===== src/rtl/sccb_init_sequencer_if.sv =====
// Handshake bundle between the init sequencer (master) and the SCCB/I2C byte engine (slave).
interface sccb_init_sequencer_if;
  logic [23:0] i2c_send_dat;
  logic        i2c_sendit;
  logic        i2c_done;
  logic        i2c_nack;
  logic        i2c_clr;

  modport master (output i2c_send_dat, i2c_sendit, i2c_clr, input i2c_done, i2c_nack);
  modport slave  (input i2c_send_dat, i2c_sendit, i2c_clr, output i2c_done, i2c_nack);
endinterface


===== src/rtl/sccb_init_sequencer.sv =====
// Walks an OV5640 register table and feeds the SCCB engine one {addr16,data8} word at a time,
// with NACK/timeout retry, timed delay entries and an END marker.
module sccb_init_sequencer #(
  parameter int ADDR_W       = 8,
  parameter int MAX_RETRY    = 3,
  parameter int DELAY_UNIT   = 1000,
  parameter int GAP_CYCLES   = 4,
  parameter int DONE_TIMEOUT = 4095
) (
  input  logic                  ack_clk,
  input  logic                  reset,
  input  logic                  start,
  input  logic                  abort,
  output logic [ADDR_W-1:0]     rom_addr,
  input  logic [23:0]           rom_data,
  sccb_init_sequencer_if.master i2c,
  output logic                  busy,
  output logic                  init_done,
  output logic                  init_error,
  output logic [ADDR_W-1:0]     err_index,
  output logic [ADDR_W:0]       entries_sent
);

  localparam int RW = $clog2(MAX_RETRY + 2);
  localparam int TW = $clog2(DONE_TIMEOUT + 1);
  localparam int GW = $clog2(GAP_CYCLES + 1);
  localparam int DW = 8 + $clog2(DELAY_UNIT + 1);
  localparam logic [ADDR_W-1:0] LAST_IDX = {ADDR_W{1'b1}};

  typedef enum logic [3:0] {
    S_IDLE, S_FETCH, S_DECODE, S_WAIT_DONE, S_CHECK, S_GAP, S_DELAY, S_DONE, S_ERROR
  } state_t;

  state_t          state, nxt_state;
  logic            done_p0, done_p1, done_p2;
  logic            nack_p0, nack_p1;
  logic [23:0]     entry_q, cur_entry;
  logic [TW-1:0]   tmo_cnt;
  logic            tmo_flag;
  logic [GW-1:0]   gap_cnt;
  logic [DW-1:0]   dly_cnt;
  logic [RW-1:0]   retry_cnt;
  logic            retry_pend;
  logic            is_end, is_dly, done_rise, tmo_hit, chk_fail, can_retry, restart, at_last;

  // A retry replays the latched entry; a fresh fetch decodes the ROM word directly.
  assign cur_entry = retry_pend ? entry_q : rom_data;
  assign is_end    = (cur_entry[23:8] == 16'hFFFE);
  assign is_dly    = (cur_entry[23:8] == 16'hFFFF);
  assign done_rise = done_p1 & ~done_p2;
  assign tmo_hit   = (tmo_cnt == TW'(DONE_TIMEOUT));
  assign chk_fail  = nack_p1 | tmo_flag;
  assign can_retry = (retry_cnt < RW'(MAX_RETRY));
  assign at_last   = (rom_addr == LAST_IDX);
  assign restart   = start & ~abort &
                     ((state == S_IDLE) | (state == S_DONE) | (state == S_ERROR));

  always_ff @(posedge ack_clk or posedge reset) begin
    if (reset) state <= S_IDLE;
    else       state <= nxt_state;
  end

  always_comb begin
    nxt_state = state;
    if (abort) nxt_state = S_IDLE;
    else begin
      case (state)
        S_IDLE, S_DONE, S_ERROR: if (start) nxt_state = S_FETCH;
        S_FETCH:     nxt_state = S_DECODE;
        S_DECODE:    nxt_state = is_end ? S_DONE : (is_dly ? S_DELAY : S_WAIT_DONE);
        S_WAIT_DONE: if (done_rise || tmo_hit) nxt_state = S_CHECK;
        S_CHECK: begin
          if (!chk_fail) nxt_state = at_last ? S_DONE : S_GAP;
          else           nxt_state = can_retry ? S_GAP : S_ERROR;
        end
        S_GAP:       if (gap_cnt == '0) nxt_state = retry_pend ? S_DECODE : S_FETCH;
        S_DELAY:     if (dly_cnt == '0) nxt_state = at_last ? S_DONE : S_FETCH;
        default:     nxt_state = S_IDLE;
      endcase
    end
  end

  always_comb begin
    busy           = !((state == S_IDLE) || (state == S_DONE) || (state == S_ERROR));
    init_done      = (state == S_DONE);
    init_error     = (state == S_ERROR);
    i2c.i2c_sendit = (state == S_WAIT_DONE) && !abort;
    i2c.i2c_clr    = abort || restart || ((state == S_CHECK) && chk_fail);
  end

  // Stage p0/p1: two-flop synchronisers; p2 holds the previous done for edge detection.
  always_ff @(posedge ack_clk or posedge reset) begin
    if (reset) begin
      done_p0 <= 1'b0; done_p1 <= 1'b0; done_p2 <= 1'b0;
      nack_p0 <= 1'b0; nack_p1 <= 1'b0;
    end else begin
      done_p0 <= i2c.i2c_done; done_p1 <= done_p0; done_p2 <= done_p1;
      nack_p0 <= i2c.i2c_nack; nack_p1 <= nack_p0;
    end
  end

  always_ff @(posedge ack_clk or posedge reset) begin
    if (reset) begin
      rom_addr         <= '0;
      err_index        <= '0;
      entries_sent     <= '0;
      entry_q          <= '0;
      i2c.i2c_send_dat <= '0;
      tmo_cnt          <= '0;
      tmo_flag         <= 1'b0;
      gap_cnt          <= '0;
      dly_cnt          <= '0;
      retry_cnt        <= '0;
      retry_pend       <= 1'b0;
    end else if (restart) begin
      rom_addr     <= '0;
      err_index    <= '0;
      entries_sent <= '0;
      retry_cnt    <= '0;
      retry_pend   <= 1'b0;
    end else if (!abort) begin
      case (state)
        S_DECODE: begin
          entry_q <= cur_entry;
          if (is_dly) dly_cnt <= DW'(cur_entry[7:0]) * DW'(DELAY_UNIT);
          else if (!is_end) begin
            i2c.i2c_send_dat <= cur_entry;
            tmo_cnt          <= '0;
            tmo_flag         <= 1'b0;
          end
        end
        S_WAIT_DONE: begin
          if (!tmo_hit) tmo_cnt <= tmo_cnt + TW'(1);
          tmo_flag <= tmo_hit & ~done_rise;
        end
        S_CHECK: begin
          gap_cnt <= GW'(GAP_CYCLES - 1);
          if (!chk_fail) begin
            entries_sent <= entries_sent + (ADDR_W+1)'(1);
            retry_cnt    <= '0;
            retry_pend   <= 1'b0;
            if (!at_last) rom_addr <= rom_addr + ADDR_W'(1);
          end else if (can_retry) begin
            retry_cnt  <= retry_cnt + RW'(1);
            retry_pend <= 1'b1;
          end else begin
            err_index <= rom_addr;
          end
        end
        S_GAP: if (gap_cnt != '0) gap_cnt <= gap_cnt - GW'(1);
        S_DELAY: begin
          if (dly_cnt != '0)  dly_cnt  <= dly_cnt - DW'(1);
          else if (!at_last)  rom_addr <= rom_addr + ADDR_W'(1);
        end
        default: ;
      endcase
    end
  end

endmodule


===== src/flat_wrapper.sv =====
// flat-port wrapper written by rule: the top's interface ports become plain ports
module sccb_init_sequencer_flat 
#(
  parameter int ADDR_W       = 8,
  parameter int MAX_RETRY    = 3,
  parameter int DELAY_UNIT   = 1000,
  parameter int GAP_CYCLES   = 4,
  parameter int DONE_TIMEOUT = 4095
)
  (ack_clk, reset, start, abort, rom_addr, rom_data, busy, init_done, init_error, err_index, entries_sent, i2c_i2c_send_dat, i2c_i2c_sendit, i2c_i2c_clr, i2c_i2c_done, i2c_i2c_nack);
  sccb_init_sequencer_if i2c_i ();
  input  logic ack_clk;
  input  logic reset;
  input  logic start;
  input  logic abort;
  output logic [ADDR_W-1:0] rom_addr;
  input  logic [23:0] rom_data;
  output logic busy;
  output logic init_done;
  output logic init_error;
  output logic [ADDR_W-1:0] err_index;
  output logic [ADDR_W:0] entries_sent;
  output wire logic [$bits(i2c_i.i2c_send_dat)-1:0] i2c_i2c_send_dat;
  output wire logic [$bits(i2c_i.i2c_sendit)-1:0] i2c_i2c_sendit;
  output wire logic [$bits(i2c_i.i2c_clr)-1:0] i2c_i2c_clr;
  input wire logic [$bits(i2c_i.i2c_done)-1:0] i2c_i2c_done;
  input wire logic [$bits(i2c_i.i2c_nack)-1:0] i2c_i2c_nack;
  assign i2c_i2c_send_dat = i2c_i.i2c_send_dat;
  assign i2c_i2c_sendit = i2c_i.i2c_sendit;
  assign i2c_i2c_clr = i2c_i.i2c_clr;
  assign i2c_i.i2c_done = i2c_i2c_done;
  assign i2c_i.i2c_nack = i2c_i2c_nack;
  sccb_init_sequencer #(.ADDR_W(ADDR_W), .MAX_RETRY(MAX_RETRY), .DELAY_UNIT(DELAY_UNIT), .GAP_CYCLES(GAP_CYCLES), .DONE_TIMEOUT(DONE_TIMEOUT)) u_core (.ack_clk(ack_clk), .reset(reset), .start(start), .abort(abort), .rom_addr(rom_addr), .rom_data(rom_data), .i2c(i2c_i), .busy(busy), .init_done(init_done), .init_error(init_error), .err_index(err_index), .entries_sent(entries_sent));
endmodule

===== config.mk =====
export PLATFORM = sky130hd
export DESIGN_NAME = sccb_init_sequencer_flat
export DESIGN_NICKNAME = d
export VERILOG_FILES = /design/src/rtl/sccb_init_sequencer_if.sv /design/src/rtl/sccb_init_sequencer.sv /design/src/flat_wrapper.sv
export SDC_FILE = /design/constraint.sdc
export NUM_CORES = 1
export LEC_CHECK = 0
export CELL_PAD_IN_SITES_DETAIL_PLACEMENT = 1
export CELL_PAD_IN_SITES_GLOBAL_PLACEMENT = 2
export CORE_ASPECT_RATIO = 1.1
export CORE_MARGIN = 2
export CORE_UTILIZATION = 41
export DETAILED_ROUTE_END_ITERATION = 8
export DONT_BUFFER_PORTS = 1
export PLACE_DENSITY = 0.83
export SYNTH_ARGS = -nofsm -noshare
export SYNTH_HDL_FRONTEND = slang
export SYNTH_SLANG_ARGS = --single-unit

===== constraint.sdc =====
create_clock -name ack_clk -period 7 [get_ports ack_clk]
set_clock_uncertainty 0.05 [all_clocks]
set_input_delay 1.05 -clock ack_clk [delete_from_list [all_inputs] [get_ports ack_clk]]
set_output_delay 1.05 -clock ack_clk [all_outputs]
set_load 0.03 [all_outputs]

[Word level (Yosys, flattened, before mapping)]
Index checks and enable logic that the tools add are counted.
Operators by class
  add/sub/neg operators: 6
  $mul: 1
  order comparisons: 1
  equality and inequality tests: 28
  muxes and demuxes: 51
  bitwise gates (word level): 13
  reductions and logical operators: 32
Operators with widths (number)
  two-way mux 8 bit: 10
  two-way mux 12 bit: 3
  two-way mux 18 bit: 2
  two-way mux 9 bit: 4
  one-hot mux 18 bit (2 select lines): 1
  == test 16 bit (second input constant): 2
  two-way mux 4 bit: 8
  one-hot mux 4 bit (7 select lines): 1
  two-way mux 24 bit: 1
  two-way mux 3 bit: 8
  one-hot mux 12 bit (2 select lines): 1
  logical NOT 18 bit: 1
  nonzero test 18 bit: 1
  subtractor 18 x 1 -> 18 bit (second input constant): 1
  == test 4 x 3 -> 1 bit (second input constant): 4
  one-hot mux 8 bit (2 select lines): 1
  AND reduction 4 bit: 4
  multiplier 8 x 7 -> 15 bit (second input constant): 1
  AND reduction 5 bit: 3
  adder 12 x 1 -> 12 bit (second input constant): 1
  == test 12 bit (second input constant): 1
  != test 3 x 2 -> 1 bit (second input constant): 4
  != test 2 bit (second input constant): 5
  nonzero test 2 bit: 5
  27 further kinds: 59
Storage, ports and cells
  flip-flop bits (word level): 120
  output and inout port bits: 54
  word-level logic and storage cells: 149

[Logic depth before layout (Yosys ltp)]
Gate-level depths: netlist (run 1).
  depth in word-level cells: 6
  mapped depth: 19
  depth with buffers taken out: 16

[Least setup slack after synthesis (run 1)]
OpenSTA, ideal clock, no wires.
  path type: reg-to-reg
  from: register u_core.retry_pend
  to: register u_core.dly_cnt[14]
  setup time: 0.083 ns
  arrival: 4.948 ns
  data required time: 6.867 ns
  path slack: 1.919 ns
  stages on the path, launching flop included: 18
  cells stage by stage: dfrtp_1 > buf_2 > buf_1 > mux2i_1 > inv_1 > ha_1 > inv_1 > fa_1 > fa_1 > fa_1 > inv_1 > ha_1 > nand4_1 > o211ai_1 > o22ai_1 > xor2_1 > mux2_2 > o21ai_0
Between the ends
  longest elaborated chain between the ends: 4
  elaborated cells on any way between the ends: 7
  those cells by class: 1 x mul; 2 x eq/ne; 3 x mux; 1 x reduce/logical
RTL lines
  from (decl): RTL line sccb_init_sequencer.sv:43  | logic retry_pend;
  from (signal assigned): RTL line sccb_init_sequencer.sv:114  | retry_pend <= 1'b0;
  from (signal assigned): RTL line sccb_init_sequencer.sv:120  | retry_pend <= 1'b0;
  from (signal assigned): RTL line sccb_init_sequencer.sv:141  | retry_pend <= 1'b0;
  two-way mux 24 bit: RTL line sccb_init_sequencer.sv:47  | assign cur_entry = retry_pend ? entry_q : rom_data;
  net u_core.cur_entry[5]: RTL line sccb_init_sequencer.sv:37  | logic [23:0] entry_q, cur_entry;
  multiplier 8 x 7 -> 15 bit: RTL line sccb_init_sequencer.sv:125  | if (is_dly) dly_cnt <= DW'(cur_entry[7:0]) * DW'(DELAY_UNIT);
  two-way mux 18 bit: RTL line sccb_init_sequencer.sv:125
  one-hot mux 18 bit (2 select lines): RTL line sccb_init_sequencer.sv:122  | case (state)
  to (signal assigned): RTL line sccb_init_sequencer.sv:125
  to (signal assigned): RTL line sccb_init_sequencer.sv:152  | if (dly_cnt != '0) dly_cnt <= dly_cnt - DW'(1);
  to (decl): RTL line sccb_init_sequencer.sv:41  | logic [DW-1:0] dly_cnt;
The timed path passes the listed nets, and every way through them passes these cells. The select of a mux whose other input is x is not followed.
A chain may end at the register's enable or synchronous reset.

[Worst setup path after layout (run 1)]
  from: register u_core.retry_pend
  to: register u_core.dly_cnt[17]
The elaborated chain is that of the path after synthesis.

==> impl_metrics.json, run 1 <==
{
  "status": "finished, final reports clean",
  "syn_avg_cell_area_um2": 9.92,
  "fp.dieW_um": 132,
  "cts_setup_buffers": 0,
  "synthArstFlopShare_pct": 100,
  "cpPeakStageDelay_ns": 0.73,
  "ios": 84,
  "synth_top_family_by_area": "simple AND/OR/NAND/NOR gates",
  "synth_cell_types": 73,
  "worstHoldStart": "u_core.nack_p0",
  "gr-total-overflow": 0,
  "synth_nets": 844,
  "die-area_um2": 19200,
  "final_cells": 991,
  "cts_tree": "yes",
  "synth_mux_area_share_pct": 7.77,
  "wl_per_cell_um": 19.0,
  "fillers": 1990,
  "ir_worst_vdd_mv": 0.412,
  "swShare_pct": 45.1,
  "crit_path_end_kind": "register",
  "worst_r2r_path_depth": 16,
  "r2r-start": "u_core.retry_pend",
  "path_class": "reg2reg",
  "htree_levels": 4,
  "max-slew-margin-rel_pct": 24.1,
  "setup_violations": 0,
  "start_util_pct": 41.9,
  "synth_adder_area_share_pct": 13.4,
  "grt_pass1_vias": 6094,
  "synth_edf_count": 0,
  "ant_nets": 0,
  "clk_pin_slew_ns": 0.05,
  "holdWs_ns": 0.289,
  "vias": 5591,
  "cts_root_buf": "clkbuf_16",
  "hold_class": "reg2reg",
  "syn_inst": 747,
  "synth-xor-area-share_pct": 3.78,
  "firstDrtPassIters": 4,
  "post_dp_cell_area_um2": 7600,
  "ys_seq_area_share_pct": 40.5,
  "cp_max_fo": 21,
  "synth_warnings": 0,
  "finalCriticalPeriod_ns": 5.53,
  "seqPwrFrac_pct": 27.2,
  "fmax_mhz": 181,
  "grt_pass1_wl_um": 31800,
  "cts-resized-gates": 0,
  "area_delta_synth_final_pct": 10.5,
  "cts_buffers": 17,
  "finalCritPeriodShare_pct": 79.1,
  "synth_area_um2": 7410,
  "r2r_end": "u_core.dly_cnt[17]",
  "p_clk_share_pct": 18.9,
  "mostFrequentLayoutCells": "dfrtp_1, nor2_1, o21ai_0",
  "rsz0062_at_grt": "false",
  "clockBufferDepth": 2,
  "placed_cells": 959,
  "std_cell_rows": 51,
  "required_ns": 7.27,
  "drv_slew": 0,
  "drt-initial-drc-count": 248,
  "power_frac_comb_pct": 53.8,
  "coreArea_um2": 17700,
  "synth_compound_area_share_pct": 13.5,
  "antenna_found_initial": 0,
  "cp_data_arrival_time_ns": 5.81,
  "slowest_stage": "dfrtp_1",
  "place.gp.congestion": 0.829,
  "die_h_um": 145,
  "hold_buffers": 0,
  "p_per_area_nw_per_um2": 564,
  "gr-usage-all-layers_pct": 20.7,
  "final_common_cell": "dfrtp_1",
  "final_area_um2": 8190,
  "grt_max_degree": 74,
  "worstMarginPinSlew_ns": 1.13,
  "cp-start-kind": "register",
  "clock-sinks": 120,
  "holdPathStages": 0,
  "diodes": 0,
  "ys_ff_latch": 120,
  "numPortBuffers": 0,
  "p_leak_nw": 3.62,
  "crit_chain": "buf_4 -> mux2i_1 -> inv_1 -> ha_1 -> inv_1 -> fa_1 -> inv_1 -> fa_1 -> ha_1 -> ha_1 -> a21oi_1 -> o21ai_0 -> a41o_1 -> a21oi_1 -> xnor2_1 -> o31ai_1",
  "remaining_drc_errors": 0,
  "routed_wl_um": 18800,
  "synthFlopType": "dfrtp_1",
  "layout.nets": 838,
  "clk-insertion-delay-late_ns": 0.42,
  "min_to": "u_core.nack_p1",
  "p_int_mw": 2.53,
  "hold_violations": 0,
  "fin_tns_setup_ns": 0,
  "hpwlAfterDp_um": 13800,
  "reg2reg_slack_ns": 1.47,
  "viasPerCell": 5.64,
  "synth-simple-area-share_pct": 16.2,
  "p_switching_mw": 2.08,
  "drive_gt1_share_pct": 9.03,
  "maxCapViolations": 0
}
critical path, delay by kind of cell (launching register included):
kind                       cells  cell delay (ns)
AOI/OAI and AO/OA              5             1.18
xor gates and xnor gates       1             0.09
adders and majority gates      5             1.96
buffers and inverters          4             0.81
DFF                            1             0.73
muxes                          1             0.62
synthesized netlist by cell type, types with 3 or more instances:
| library cell | count | share of area [%] |
|---|---|---|
| or3_1 | 5 | 0.42 |
| ha_1 | 46 | 7.8 |
| a211oi_1 | 3 | 0.30 |
| xnor2_1 | 14 | 1.7 |
| o21a_1 | 3 | 0.30 |
| nand3_1 | 11 | 0.74 |
| clkbuf_1 | 18 | 0.91 |
| a22oi_1 | 3 | 0.30 |
| o21ai_0 | 60 | 4.1 |
| o31a_1 | 3 | 0.35 |
| nand4b_1 | 3 | 0.35 |
| buf_2 | 8 | 0.54 |
| xor2_1 | 18 | 2.1 |
| a31o_2 | 3 | 0.35 |
| o22ai_1 | 6 | 0.51 |
| nor4_2 | 3 | 0.51 |
| buf_6 | 3 | 0.46 |
| a31oi_1 | 4 | 0.34 |
| and3_1 | 5 | 0.42 |
| fa_1 | 21 | 5.7 |
| and2_1 | 6 | 0.51 |
| mux2i_1 | 35 | 4.7 |
| nor2b_1 | 6 | 0.51 |
| mux2_1 | 10 | 1.5 |
| o211ai_1 | 4 | 0.41 |
| mux2_2 | 10 | 1.5 |
| dfrtp_1 | 120 | 41 |
| a21oi_1 | 40 | 2.7 |
| inv_1 | 52 | 2.6 |
| a21o_1 | 6 | 0.61 |
| nand4_1 | 22 | 1.9 |
| nor2_1 | 68 | 3.4 |
| o31ai_1 | 3 | 0.30 |
| nand2_1 | 53 | 2.7 |
| nor3_1 | 20 | 1.4 |
| nor4_1 | 5 | 0.42 |
metal layers:
layer / GRT usage, % / wire length [µm]
met5: 0 / 0
met4: 5.81 / 312
met3: 4.79 / 639
met2: 36.8 / 9880
met1: 24.9 / 8000
worst max-delay path by stage:
stage                            from  cells after the start                 end  slack [ns]
floorplan           u_core.retry_pend                     17  u_core.dly_cnt[14]        1.92
global placement          rom_data[1]                     16  u_core.dly_cnt[14]        1.62
detailed placement        rom_data[1]                     16  u_core.dly_cnt[14]        1.46
CTS                 u_core.retry_pend                     16  u_core.dly_cnt[17]        1.46
global route        u_core.retry_pend                     16  u_core.dly_cnt[17]        1.08
finish              u_core.retry_pend                     16  u_core.dly_cnt[17]        1.47
per-stage QoR:
| step | util, % | power (mW) | worst slack [ns] |
|---|---|---|---|
| finish | 46.3 | 4.62 | 1.47 |
| floorplan | - | 3.16 | 1.92 |
| detailed placement | 43.0 | 3.77 | 1.46 |
| CTS | 46.3 | 4.67 | 1.46 |
| global route | 46.3 | 5.07 | 1.08 |
| global placement | 43.0 | 3.67 | 1.62 |
power groups by stage:
stage / Combinational (mW) / Clock [mW] / Sequential, mW
6_report: 2.49 / 0.874 / 1.26
5_1_grt: 2.85 / 0.926 / 1.29
4_1_cts: 2.53 / 0.893 / 1.26
3_5_place_dp: 2.50 / 0 / 1.27
3_3_place_gp: 2.42 / 0 / 1.25
2_1_floorplan: 1.99 / 0 / 1.18
cells by family after synthesis:
logic type	Yosys count
DFF	120
and+or+nand+nor	229
adders and majority gates	67
AOI/OAI and AO/OA	159
muxes	55
xor gates and xnor gates	32
buffers and inverters	85
registers in the layout, summed over array words and instances (netlist names), 3 cells and up:
signal and flops:
u_core.dly_cnt 18, u_core.entries_sent 9, u_core.tmo_cnt 12, u_core.err_index 8
u_core.i2c.i2c_send_dat 24, u_core.retry_cnt 3, u_core.state 4, u_core.rom_addr 8
u_core.gap_cnt 3, u_core.entry_q 24
final cells by class:
class	instances	area [µm²]	share of cell area (%)
well taps	238	298	3.64
flip-flops and latches	120	3000	36.7
multi-input cells	542	4050	49.5
clock buffers	22	454	5.55
clock inverters	9	125	1.53
repair buffers	8	57.6	0.703
inverters	52	198	2.42
Power figures use the tool's default switching activity.
==> inputs of run 2 (changes only) <==
clock period = 5.29 ns   (was 7 ns; I/O delays follow)
==> run 2 against run 1 <==
Via count up 0.86%. Global-route usage up 0.36 points. Cell area up 1.7%. Worst hold slack better by 0.0077 ns. Non-clock buffer count up 7. Critical path type unchanged. Largest power group unchanged.
==> impl_metrics.json, run 2 (synthesis gave the netlist of run 1 again) <==
{
  "firstDrtPassIters": 6,
  "clockBufferDepth": 2,
  "cts_tree": "yes",
  "slowest_stage": "fa_1",
  "crit_chain": "buf_12 -> mux2i_1 -> inv_1 -> fa_1 -> xor2_1 -> ha_1 -> a21oi_1 -> fa_1 -> fa_1 -> inv_1 -> ha_1 -> nand4_1 -> o211ai_1 -> o22ai_1 -> xor2_1 -> mux2_2 -> o21ai_0",
  "clk_pin_slew_ns": 0.06,
  "worst_r2r_path_depth": 17,
  "utilization_pct": 47.1,
  "start_util_pct": 41.9,
  "status": "finished, final reports clean",
  "area_delta_synth_final_pct": 12.3,
  "wl_per_cell_um": 19.2,
  "required_ns": 5.56,
  "die_h_um": 145,
  "layout.nets": 845,
  "final_common_cell": "dfrtp_1",
  "top_regs": "u_core.entry_q: 24 flops, u_core.i2c.i2c_send_dat: 24 flops, u_core.dly_cnt: 18 flops",
  "ant_nets": 0,
  "cts_buffers": 17,
  "numPortBuffers": 0,
  "seqPwrFrac_pct": 26.5,
  "worstMarginPinSlew_ns": 1.31,
  "hold_violations": 0,
  "antenna_found_initial": 0,
  "hold_buffers": 0,
  "grt_pass1_vias": 6312,
  "holdPathStages": 0,
  "path_class": "reg2reg",
  "post_dp_cell_area_um2": 7670,
  "gr-usage-all-layers_pct": 21.0,
  "p_int_mw": 3.47,
  "min_to": "u_core.done_p1",
  "vias": 5639,
  "ir_worst_vdd_mv": 0.493,
  "hpwlAfterDp_um": 14000,
  "crit_path_frequent_cell": "fa_1",
  "routed_wl_um": 19200,
  "fmax_mhz": 207,
  "cts_setup_buffers": 0,
  "die-area_um2": 19200,
  "max-slew-margin-rel_pct": 12.2,
  "drive_gt1_share_pct": 10.4,
  "ios": 84,
  "r2r-start": "u_core.retry_pend",
  "diodes": 0,
  "drv_slew": 0,
  "gr-total-overflow": 0,
  "p_leak_nw": 3.70,
  "crit_path_end_kind": "register",
  "crit_buf_inv": 3,
  "rsz0062_at_grt": "false",
  "clk-insertion-delay-late_ns": 0.42,
  "reg2reg_slack_ns": 0.47,
  "power_frac_comb_pct": 52.8,
  "std_cell_rows": 51,
  "fin_tns_setup_ns": 0,
  "viasPerCell": 5.64,
  "coreArea_um2": 17700,
  "grt_max_degree": 70,
  "fillers": 1987,
  "p_clk_share_pct": 20.7,
  "maxCapViolations": 0,
  "swShare_pct": 44.5,
  "htree_levels": 4,
  "grt_pass1_wl_um": 32300,
  "cts-resized-gates": 0,
  "finalCritPeriodShare_pct": 91.2,
  "cpPeakStageDelay_ns": 0.52,
  "mostFrequentLayoutCells": "dfrtp_1, nor2_1, o21ai_0",
  "finalCriticalPeriod_ns": 4.82,
  "final_area_um2": 8320,
  "worstHoldStart": "u_core.done_p0",
  "cp_top_family": "adder cells",
  "total_power_mw": 6.25,
  "cp_max_fo": 7,
  "cts_root_buf": "clkbuf_16",
  "cp-start-kind": "register",
  "place.gp.congestion": 0.850,
  "hold_class": "reg2reg",
  "r2r_end": "u_core.dly_cnt[14]",
  "drt-initial-drc-count": 215,
  "remaining_drc_errors": 0,
  "clock-sinks": 120,
  "setup_violations": 0,
  "fp.dieW_um": 132,
  "p_per_area_nw_per_um2": 752,
  "p_switching_mw": 2.79,
  "cp_data_arrival_time_ns": 5.10
}
run 2: worst max-delay path by stage:
stage	to	cells after the start	from	slack, ns
3_3_place_gp	u_core.dly_cnt[14]	16	rom_data[1]	0.55
5_1_grt	u_core.dly_cnt[14]	17	u_core.retry_pend	0.15
2_1_floorplan	u_core.dly_cnt[14]	17	u_core.retry_pend	0.21
3_5_place_dp	u_core.dly_cnt[14]	16	rom_data[0]	0.32
6_report	u_core.dly_cnt[14]	17	u_core.retry_pend	0.47
4_1_cts	u_core.dly_cnt[14]	17	u_core.retry_pend	0.45
run 2: layout make-up:
class                   instances  area (µm²)  area share, %
multi-input cells             542        4050           48.7
flip-flops and latches        120        3000           36.1
clock buffers                  18         429           5.16
well taps                     238         298           3.58
clock inverters                14         218           2.62
inverters                      52         198           2.38
repair buffers                 15         125           1.50
run 2: power by group through the flow:
stage / clock (mW) / combinational, mW / sequential (mW)
after floorplan: 0 / 2.63 / 1.56
after global placement: 0 / 3.19 / 1.65
after detailed placement: 0 / 3.29 / 1.67
after CTS: 1.31 / 3.34 / 1.66
after global routing: 1.36 / 3.75 / 1.70
final: 1.29 / 3.30 / 1.66
run 2: routing by layer:
metal,track usage (%),wire length (µm),vias up
met3,4.61,507,22
met4,7.04,310,0
met1,24.2,8070,2894
li1,-,-,2650
met5,0,0,-
met2,38.4,10300,73
run 2: worst reg2reg max path, delay by kind of cell, from the launching register on:
family          cells  cell delay (ns)
fa+ha+maj           5             2.03
buf+inv             3             0.39
compound gates      4             0.70
flops               1             0.49
mux                 2             0.59
simple gates        1             0.12
xor+xnor            2             0.35
run 2: per-stage QoR:
stage               hold slack, ns  setup slack (ns)  std cells
global route                 0.309             0.149        999
detailed placement           0.286             0.319        967
floorplan                    0.281             0.209        747
finish                       0.297             0.467        999
global placement             0.288             0.547        967
CTS                          0.300             0.447        999
